**src/rtl/if_stage_pkg.sv**
```systemverilog
// Shared definitions for the fetch stage: bus widths, reset PC, bus layouts
// and the BTB 2-bit counter encoding.
package if_stage_pkg;

  localparam int          ID_TO_IF_BUS_WD  = 99;
  localparam int          IF_TO_IPD_BUS_WD = 96;
  localparam logic [31:0] RESET_PC_DEFAULT = 32'h1C00_0000;

  // Redirect and branch-unit training information coming back from ID.
  typedef struct packed {
    logic        br_taken_cancel;
    logic [31:0] pc_from_id;
    logic        bu_valid;
    logic        bu_taken;
    logic [31:0] bu_pc;
    logic [31:0] bu_target;
  } id_to_if_t;

  // What pre-decode receives; the instruction word comes from the RAM instead.
  typedef struct packed {
    logic [31:0] pred_pc;
    logic [31:0] inst_pc;
    logic [31:0] rsvd;
  } if_to_ipd_t;

  // MSB of the counter is the predicted direction.
  typedef enum logic [1:0] {
    CTR_STRONG_NT = 2'b00,
    CTR_WEAK_NT   = 2'b01,
    CTR_WEAK_T    = 2'b10,
    CTR_STRONG_T  = 2'b11
  } ctr_t;

endpackage

```
**src/rtl/if_stage_btb.sv**
```systemverilog
// Direct-mapped branch target buffer with 2-bit saturating counters.
// Lookup is combinational; training is applied at the clock edge, so a
// lookup in the same cycle as a training write sees the old contents.
module branch_target_buffer
  import if_stage_pkg::*;
#(
  parameter int BTB_IDX_W = 4,
  parameter int BTB_TAG_W = 8
) (
  input  logic        clk,
  input  logic        reset,
  input  logic [31:0] lookup_pc,
  output logic        hit,
  output logic        taken,
  output logic [31:0] target,
  input  logic        upd_valid,
  input  logic        upd_taken,
  input  logic [31:0] upd_pc,
  input  logic [31:0] upd_target
);

  localparam int ENTRIES = 1 << BTB_IDX_W;
  localparam int TAG_LSB = BTB_IDX_W + 2;

  logic [ENTRIES-1:0]   valid_q;
  ctr_t                 ctr_q    [ENTRIES];
  logic [BTB_TAG_W-1:0] tag_q    [ENTRIES];
  logic [31:0]          target_q [ENTRIES];

  logic [BTB_IDX_W-1:0] lk_idx, up_idx;
  logic [BTB_TAG_W-1:0] lk_tag, up_tag;
  logic                 up_hit;
  logic                 unused_pc_bits;

  function automatic ctr_t ctr_step(input ctr_t c, input logic tk);
    if (tk) return (c == CTR_STRONG_T)  ? c : ctr_t'(c + 2'd1);
    else    return (c == CTR_STRONG_NT) ? c : ctr_t'(c - 2'd1);
  endfunction

  assign lk_idx = lookup_pc[BTB_IDX_W+1:2];
  assign lk_tag = lookup_pc[TAG_LSB +: BTB_TAG_W];
  assign up_idx = upd_pc[BTB_IDX_W+1:2];
  assign up_tag = upd_pc[TAG_LSB +: BTB_TAG_W];

  // Only the index and tag fields of the PCs select an entry.
  assign unused_pc_bits = ^{lookup_pc, upd_pc};

  assign hit    = valid_q[lk_idx] && (tag_q[lk_idx] == lk_tag);
  assign taken  = ctr_q[lk_idx][1];
  assign target = target_q[lk_idx];
  assign up_hit = valid_q[up_idx] && (tag_q[up_idx] == up_tag);

  // Valid bits and counters: cleared on reset, trained on resolved branches.
  always_ff @(posedge clk) begin
    if (reset) begin
      valid_q <= '0;
      for (int i = 0; i < ENTRIES; i++) ctr_q[i] <= CTR_WEAK_NT;
    end else if (upd_valid) begin
      if (up_hit) begin
        ctr_q[up_idx] <= ctr_step(ctr_q[up_idx], upd_taken);
      end else if (upd_taken) begin
        valid_q[up_idx] <= 1'b1;
        ctr_q[up_idx]   <= CTR_WEAK_T;
      end
    end
  end

  // Tag and target storage.
  // NOTE: no reset here on purpose -- an entry is meaningless until its valid
  // bit is set, so clearing these arrays would only add reset fan-out.
  always_ff @(posedge clk) begin
    if (upd_valid && upd_taken) begin
      target_q[up_idx] <= upd_target;
      if (!up_hit) tag_q[up_idx] <= up_tag;
    end
  end

endmodule

```
**src/rtl/if_stage.sv**
```systemverilog
// Instruction fetch stage: owns the fetch PC, drives the synchronous
// instruction RAM and predicts the next PC through the BTB.
module if_stage
  import if_stage_pkg::*;
#(
  parameter logic [31:0] RESET_PC  = RESET_PC_DEFAULT,
  parameter int          BTB_IDX_W = 4,
  parameter int          BTB_TAG_W = 8
) (
  input  logic                        clk,
  input  logic                        reset,
  input  logic [ID_TO_IF_BUS_WD-1:0]  ID_to_IF_bus,
  output logic [IF_TO_IPD_BUS_WD-1:0] IF_to_IPD_bus,
  input  logic                        IPD_allow_in,
  output logic                        IF_to_IPD_valid,
  output logic                        inst_ram_en,
  output logic [3:0]                  inst_ram_we,
  output logic [31:0]                 inst_ram_addr,
  output logic [31:0]                 inst_ram_w_data
);

  id_to_if_t   id_bus;
  if_to_ipd_t  ipd_bus;
  logic [31:0] fetch_pc;
  logic [31:0] pred_pc;
  logic        if_valid;
  logic        fire;
  logic        btb_hit;
  logic        btb_taken;
  logic [31:0] btb_target;

  assign id_bus = id_to_if_t'(ID_to_IF_bus);

  branch_target_buffer #(
    .BTB_IDX_W (BTB_IDX_W),
    .BTB_TAG_W (BTB_TAG_W)
  ) u_btb (
    .clk        (clk),
    .reset      (reset),
    .lookup_pc  (fetch_pc),
    .hit        (btb_hit),
    .taken      (btb_taken),
    .target     (btb_target),
    .upd_valid  (id_bus.bu_valid),
    .upd_taken  (id_bus.bu_taken),
    .upd_pc     (id_bus.bu_pc),
    .upd_target (id_bus.bu_target)
  );

  // Sequential fallthrough wraps naturally at 32 bits.
  assign pred_pc = (btb_hit && btb_taken) ? btb_target : fetch_pc + 32'd4;

  assign IF_to_IPD_valid = if_valid && !id_bus.br_taken_cancel && !reset;
  assign fire            = IF_to_IPD_valid && IPD_allow_in;

  // Enable only on fire so the RAM output holds the stalled instruction.
  assign inst_ram_en     = fire;
  assign inst_ram_we     = 4'b0;
  assign inst_ram_addr   = fetch_pc;
  assign inst_ram_w_data = 32'b0;

  assign ipd_bus.pred_pc = pred_pc;
  assign ipd_bus.inst_pc = fetch_pc;
  assign ipd_bus.rsvd    = 32'b0;
  assign IF_to_IPD_bus   = ipd_bus;

  // Fetch PC: reset, then redirect from ID, then advance on fire, else hold.
  // NOTE: state registers use non-blocking assignments so every flop samples
  // pre-edge values regardless of block ordering.
  always_ff @(posedge clk) begin
    if (reset) begin
      fetch_pc <= RESET_PC;
      if_valid <= 1'b0;
    end else begin
      if_valid <= 1'b1;
      if (id_bus.br_taken_cancel) fetch_pc <= id_bus.pc_from_id;
      else if (fire)              fetch_pc <= pred_pc;
    end
  end

endmodule

```
**config.mk**
```make
export PLATFORM = sky130hd
export DESIGN_NAME = if_stage
export DESIGN_NICKNAME = d
export VERILOG_FILES = /design/src/rtl/if_stage_pkg.sv /design/src/rtl/if_stage_btb.sv /design/src/rtl/if_stage.sv
export SDC_FILE = /design/constraint.sdc
export NUM_CORES = 1
export LEC_CHECK = 0
export BUFFER_PORTS_ARGS = -buffer_cell sky130_fd_sc_hd__buf_2
export CORE_UTILIZATION = 45
export DETAILED_ROUTE_END_ITERATION = 10
export SYNTH_ARGS = -nofsm -noshare
export SYNTH_HDL_FRONTEND = slang
export SYNTH_SLANG_ARGS = --single-unit
```
**constraint.sdc**
```tcl
create_clock -name clk -period 5 [get_ports clk]
set_input_delay 1 -clock clk [delete_from_list [all_inputs] [get_ports clk]]
set_output_delay 1 -clock clk [all_outputs]
set_load 0.01 [all_outputs]
```
# Word-level counts from Yosys, hierarchy flattened
# Memories as Yosys holds them, arrays and structs flattened. A register that Yosys moved wholly into a read port is not among the register bits.
# Index checks and enable logic that the tools add are counted.
# W data, S select, Z words.
[word_totals]
ram_bits = 672
wordCells = 74
n_memories = 3
output_inout_bits = 166
register_bits = 49
inputBits = 102
[classes]
eq_ne = 3
reduce_logical = 14
n_addsub = 3
n_lt_le_gt_ge = 3
bitwise = 3
mux = 42
[memory_table]
columns = ["memory", "words", "word_bits", "read_ports", "rd_ports_with_merged_regs", "write_ports", "line_no", "source"]
rows = [
  ["u_btb.target_q", 16, 32, 1, 1, 1, "if_stage_btb.sv:28", "logic [31:0] target_q [ENTRIES];"],
  ["u_btb.tag_q", 16, 8, 2, 1, 1, "if_stage_btb.sv:27", "logic [BTB_TAG_W-1:0] tag_q [ENTRIES];"],
  ["u_btb.ctr_q", 16, 2, 2, 1, 16, "if_stage_btb.sv:26", "ctr_t ctr_q [ENTRIES];"],
]
[ops]
columns = ["cell", "count"]
rows = [
  ["$mux W32", 3],
  ["$add A32 B3 Y32 const B", 1],
  ["$mux W4", 7],
  ["$mux W1", 21],
  ["$eq A8 B8 Y1", 2],
  ["$mux W2", 8],
  ["$or A16 B16 Y16", 1],
  ["$lt A4 B5 Y1 const B", 2],
  ["$bmux W1 S4", 2],
  ["$logic_and A1 B1 Y1", 8],
  ["$demux W1 S4", 1],
  ["$ge A4 B1 Y1 const B", 1],
  ["$reduce_and A3 Y1", 1],
  ["$add A2 B1 Y2 const B", 1],
  ["$eq A2 B2 Y1 const B", 1],
  ["$logic_not A1 Y1", 2],
  ["$logic_not A2 Y1", 1],
  ["$reduce_bool A2 Y1", 1],
  ["$reduce_or A2 Y1", 1],
  ["$sub A2 B1 Y2 const B", 1],
  ["$not A1 Y1", 1],
  ["$or A1 B1 Y1", 1],
]

# Logic depth before layout (Yosys ltp)
[logic_depth]
word_depth = 10
depth_mapped = 14
depth_no_buf = 8

# Modules after synthesis
# A second synthesis with hierarchy kept.
[hier_totals]
cells_unflattened = 1685
area_unflattened_um2 = 31342.6
[by_module_without_submodules]
columns = ["mod", "area_per_inst_um2", "n_inst", "cells_each", "seq_area_each_um2"]
rows = [
  ["branch_target_buffer", 28239.6, 1, 1269, 20499.7],
  ["if_stage", 3103.0, 1, 416, 660.6],
]

# Worst setup path after synthesis
# Ideal clock, no wire load.
[synth_path]
kind = "input to register"
from = "input port ID_to_IF_bus[35]"
to = "memory u_btb.target_q[4][0] (enable)"
stages = 8
slack_ns = 0.802
arrival_time_ns = 3.776
required_time_ns = 4.579
path_buffers = 6
setup_time_ns = 0.421
cell_sequence = "buf_2 buf_2 buf_2 buf_1 or2_2 clkbuf_1 clkbuf_1 nor2_1"
[synth_rtl]
columns = ["element", "line_no", "source"]
rows = [
  ["from (decl)", "if_stage.sv:12", "input logic [ID_TO_IF_BUS_WD-1:0] ID_to_IF_bus,"],
  ["to (decl)", "if_stage_btb.sv:28", ""],
]
# Straight into the memory's write port.

==> results.json <==
{
  "critPathLaunchType": "flip-flop",
  "numPortBuffers": 179,
  "multi_input_area_um2": 9229,
  "clock_skew_ns": 0.01968,
  "setup_viol": 0,
  "power-per-cell-area_nw_per_um2": 374.8,
  "run_status": "finished clean",
  "syn_avg_cell_area_um2": 18.38,
  "cts_htree_levels": 3,
  "postSynth.topFlopCell": "sky130_fd_sc_hd__edfxtp_1",
  "fp.dieW_um": 266.1,
  "data_arrival_time_at_the_worst_slack_endpoint_ns": 3.85,
  "hold_path_startpoint": "u_btb.valid_q[14]",
  "report.final.slew_viol_count": 0,
  "clkSinkCount": 725,
  "path_clk_slew_ns": 0.06,
  "routedWlPerCell_um": 28.66,
  "timing.final.crit_share_pct": 97.01,
  "global_route_wire_length_before_repair_mm": 118.5,
  "seq_area_frac_synth_pct": 67.68,
  "pin_count_of_the_biggest_net_entering_global_routing": 126,
  "report.final.hold_viol_count": 0,
  "layout-area-overhead-vs-synth_pct": 14.79,
  "worst_ep_required_time_ns": 4.00,
  "synth-compound-area-share_pct": 3.353,
  "starting_density_pct": 45.60,
  "synth_xor_area_share_pct": 1.144,
  "clock_latency_reported_for_the_late_side_of_the_worst_skew_pair_ns": 0.63,
  "seqCellArea_um2": 21260,
  "groute.usage.overall_pct": 23.67,
  "vdd.ir_drop.worst_mv": 0.2262,
  "maxCapViolations": 0,
  "cts-hold-fix-buffers": 0,
  "first_global_vias": 17130,
  "finalWeightedCongestion": 0.8434,
  "cts_tree": "built",
  "sequence_of_cells_on_the_critical_path": "buf_12 -> mux4_2 -> mux2_2 -> and2_1 -> o221ai_1 -> nand2_1 -> nand3_2 -> buf_4 -> nor2_1 -> a21oi_1 -> buf_2",
  "row_count": 96,
  "achievable-frequency_mhz": 206.2,
  "drt.antenna.violating_nets": 0,
  "die_ar_um2": 70800,
  "core_um2": 68830,
  "num_cts_buffers": 77,
  "max_slew.worst_pin.slew_ns": 1.109,
  "synthesis.yosys.warnings": 0,
  "dr_total_vias": 17150,
  "ys_async_sr_fraction_pct": 0,
  "route.detailed.drc": 0,
  "ioPinCount": 268,
  "post_synth_mux_area_share_pct": 19.54,
  "setup_repair_after_global_routing_missed_its_margin": "false",
  "clock_tree.buffer_depth": 3,
  "end_kind": "primary output",
  "synth_area_um2": 31380,
  "power.total_mw": 13.50,
  "die-height_um": 266.1,
  "crit_type": "reg -> out",
  "finalCriticalPeriod_ns": 4.851,
  "timing.critical_path.slowest_stage_cell": "sky130_fd_sc_hd__dfxtp_4",
  "finish.net_count": 2019,
  "drt-pass1-iter-count": 5,
  "cellLeakagePower_nw": 11.93,
  "drive_above_1_share_pct": 34.60,
  "worstPathMaxFanout": 12,
  "biggest_cell_delay_along_the_critical_path_ns": 0.50,
  "synthSimpleGateAreaFrac_pct": 4.115,
  "timing.critical_path.buf_inv": 3,
  "hold_path.class": "reg -> reg",
  "adder_and_majority_cell_fraction_of_the_synthesized_area_pct": 0.03987,
  "cts.root.buffer_cell": "sky130_fd_sc_hd__clkbuf_16",
  "critPathTopFamily": "multiplexers",
  "hpwl_mm": 50.08,
  "synth_cell_types": 59,
  "grt_remaining_overflow": 0,
  "synthCells": 1707,
  "maxSlewHeadroom_pct": 26.01,
  "ys_seq_elements": 725,
  "wirelength_mm": 83.54,
  "initial_antenna_violation_count": 11,
  "filler_cells_inserted": 5550,
  "fin_setup_tns_ns": 0,
  "viasPerCell": 5.882,
  "synth_edf_count": 672,
  "drtIter0Drc": 1776,
  "synth_top_family_by_area": "multiplexers"
}
-- stage by stage --
stage / utilization, % / instance area [µm²] / hold WS [ns] / setup WS [ns] / cells
6_report: 52.34 / 36020 / 0.4926 / 0.1495 / 2915
5_1_grt: 52.34 / 36020 / 0.5036 / 0.04344 / 2914
4_1_cts: 52.22 / 35940 / 0.4935 / 0.01656 / 2905
3_5_place_dp: 48.37 / 33290 / 0.4795 / 0.4865 / 2756
3_3_place_gp: 48.37 / 33290 / 0.4628 / 0.4761 / 2756
2_1_floorplan: - / 31630 / 0.4519 / 0.8023 / 1774
-- state kept, by name, indices dropped and copies added (netlist names), named ones only --
register        cells
u_btb.ctr_q        32
u_btb.target_q    512
if_valid            1
u_btb.tag_q       128
inst_ram_addr      32
u_btb.valid_q      16
-- logic make-up (layout without fill, tap and decap cells) --
family                   after synthesis  count (layout)
flip-flops                           725             725
multiplexers                         312             312
AND/OR/NAND/NOR                      266             266
buffers and inverters                216             422
AO/OA/AOI/OAI                        145             145
XOR/XNOR                              41              41
adder cells (fa/ha/maj)                1               1
other                                  1              72
-- power by group --
part | leakage, nW | internal, mW | switching [mW]
sequential | 6.48 | 6.71 | 0.0759
clock | 1.23 | 3.29 | 2.40
combinational | 4.22 | 0.440 | 0.586
total | 11.9 | 10.4 | 3.06
-- Yosys cell counts, types with 4 or more instances --
cell type / count / area, µm²
sky130_fd_sc_hd__a211oi_1: 4 / 30.03
sky130_fd_sc_hd__a21o_1: 17 / 127.6
sky130_fd_sc_hd__a21oi_1: 20 / 100.1
sky130_fd_sc_hd__a221o_1: 8 / 80.08
sky130_fd_sc_hd__a22oi_1: 30 / 225.2
sky130_fd_sc_hd__a31oi_1: 8 / 50.05
sky130_fd_sc_hd__and2_1: 4 / 25.02
sky130_fd_sc_hd__and3_1: 8 / 50.05
sky130_fd_sc_hd__and4_1: 4 / 35.03
sky130_fd_sc_hd__buf_1: 4 / 15.01
sky130_fd_sc_hd__buf_2: 33 / 165.2
sky130_fd_sc_hd__buf_4: 113 / 848.3
sky130_fd_sc_hd__clkbuf_1: 58 / 217.7
sky130_fd_sc_hd__dfxtp_1: 53 / 1061
sky130_fd_sc_hd__edfxtp_1: 672 / 20180
sky130_fd_sc_hd__inv_1: 4 / 15.01
sky130_fd_sc_hd__mux2_2: 26 / 292.8
sky130_fd_sc_hd__mux2i_1: 46 / 460.4
sky130_fd_sc_hd__mux4_2: 237 / 5338
sky130_fd_sc_hd__nand2_1: 70 / 262.8
sky130_fd_sc_hd__nand2b_1: 8 / 50.05
sky130_fd_sc_hd__nand3_1: 20 / 100.1
sky130_fd_sc_hd__nand3b_1: 5 / 37.54
sky130_fd_sc_hd__nand4_1: 7 / 43.79
sky130_fd_sc_hd__nor2_1: 73 / 274.0
sky130_fd_sc_hd__nor2b_1: 14 / 87.58
sky130_fd_sc_hd__nor3_1: 36 / 180.2
sky130_fd_sc_hd__o21a_1: 17 / 127.6
sky130_fd_sc_hd__o21ai_0: 14 / 70.07
sky130_fd_sc_hd__o2bb2ai_1: 14 / 122.6
sky130_fd_sc_hd__xnor2_1: 21 / 183.9
sky130_fd_sc_hd__xor2_1: 20 / 175.2
-- worst register-to-register path, delay by kind of cell (launching register included) --
| kind | cells | cell delay, ns |
|---|---|---|
| mux | 2 | 1.15 |
| compound gates | 3 | 0.84 |
| simple gates | 2 | 0.81 |
| flops | 1 | 0.44 |
| xor+xnor | 1 | 0.34 |
| buf+inv | 1 | 0.27 |
-- placed cells by master (no fill, tap or decap), types with 5 or more instances in the layout --
cell and count:
sky130_fd_sc_hd__nor2_4 16, sky130_fd_sc_hd__buf_4 79, sky130_fd_sc_hd__nor2_1 56, sky130_fd_sc_hd__and3_1 8, sky130_fd_sc_hd__buf_2 178, sky130_fd_sc_hd__o2bb2ai_1 14
sky130_fd_sc_hd__nor3_1 36, sky130_fd_sc_hd__nand2b_1 8, sky130_fd_sc_hd__nor2b_1 14, sky130_fd_sc_hd__xnor2_1 21, sky130_fd_sc_hd__a221o_1 8, sky130_fd_sc_hd__o21ai_0 14
sky130_fd_sc_hd__clkinvlp_4 5, sky130_fd_sc_hd__mux4_2 237, sky130_fd_sc_hd__clkbuf_1 14, sky130_fd_sc_hd__a21oi_1 19, sky130_fd_sc_hd__nand3b_1 5, sky130_fd_sc_hd__dfxtp_1 47
sky130_fd_sc_hd__a31oi_1 8, sky130_fd_sc_hd__clkbuf_8 11, sky130_fd_sc_hd__nand4_1 7, sky130_fd_sc_hd__edfxtp_1 672, sky130_fd_sc_hd__a21o_1 17, sky130_fd_sc_hd__clkbuf_16 79
sky130_fd_sc_hd__clkinv_2 8, sky130_fd_sc_hd__a22oi_1 30, sky130_fd_sc_hd__conb_1 68, sky130_fd_sc_hd__xor2_1 20, sky130_fd_sc_hd__nand2_1 70, sky130_fd_sc_hd__o21a_1 17
sky130_fd_sc_hd__nand3_1 20, sky130_fd_sc_hd__mux2_2 26, sky130_fd_sc_hd__clkinv_1 16, sky130_fd_sc_hd__mux2i_1 46, sky130_fd_sc_hd__buf_12 12
-- path summary, 6_finish.rpt --
check / end / slack, ns / depth (start not counted)
setup / recovery: IF_to_IPD_bus[72] / 0.15 / 11
hold / removal: u_btb.valid_q[14] / 0.49 / 1
setup reg to reg: inst_ram_addr[8] / 1.07 / 9
hold reg to reg: u_btb.valid_q[14] / 0.49 / 1
-- final cells by class --
type | count | share of cell area [%]
inverters | 6 | 0.06252
clock inverters | 39 | 0.9864
repair buffers | 273 | 5.012
diodes | 4 | 0.02779
well taps | 931 | 3.234
flip-flops and latches | 725 | 59.00
clock buffers | 104 | 6.054
multi-input cells | 833 | 25.62
-- what timing repair did --
item                                    in CTS  in global routing
endpoints found under the setup margin      32                  8
setup buffers                                6                  6
resized for setup                            3                  2
-- layer usage --
| layer | vias up | track usage, % | part of all wire (%) | routed length, µm |
|---|---|---|---|---|
| met5 | - | 0 | 0.026 | 22 |
| met4 | 4 | 6.493 | 2.0 | 1651 |
| met3 | 119 | 5.434 | 8.3 | 6903 |
| met2 | 753 | 38.56 | 49 | 41330 |
| met1 | 9063 | 32.04 | 40 | 33630 |
| li1 | 7206 | - | - | - |
Note: power is estimated with default switching activity, not from simulation.
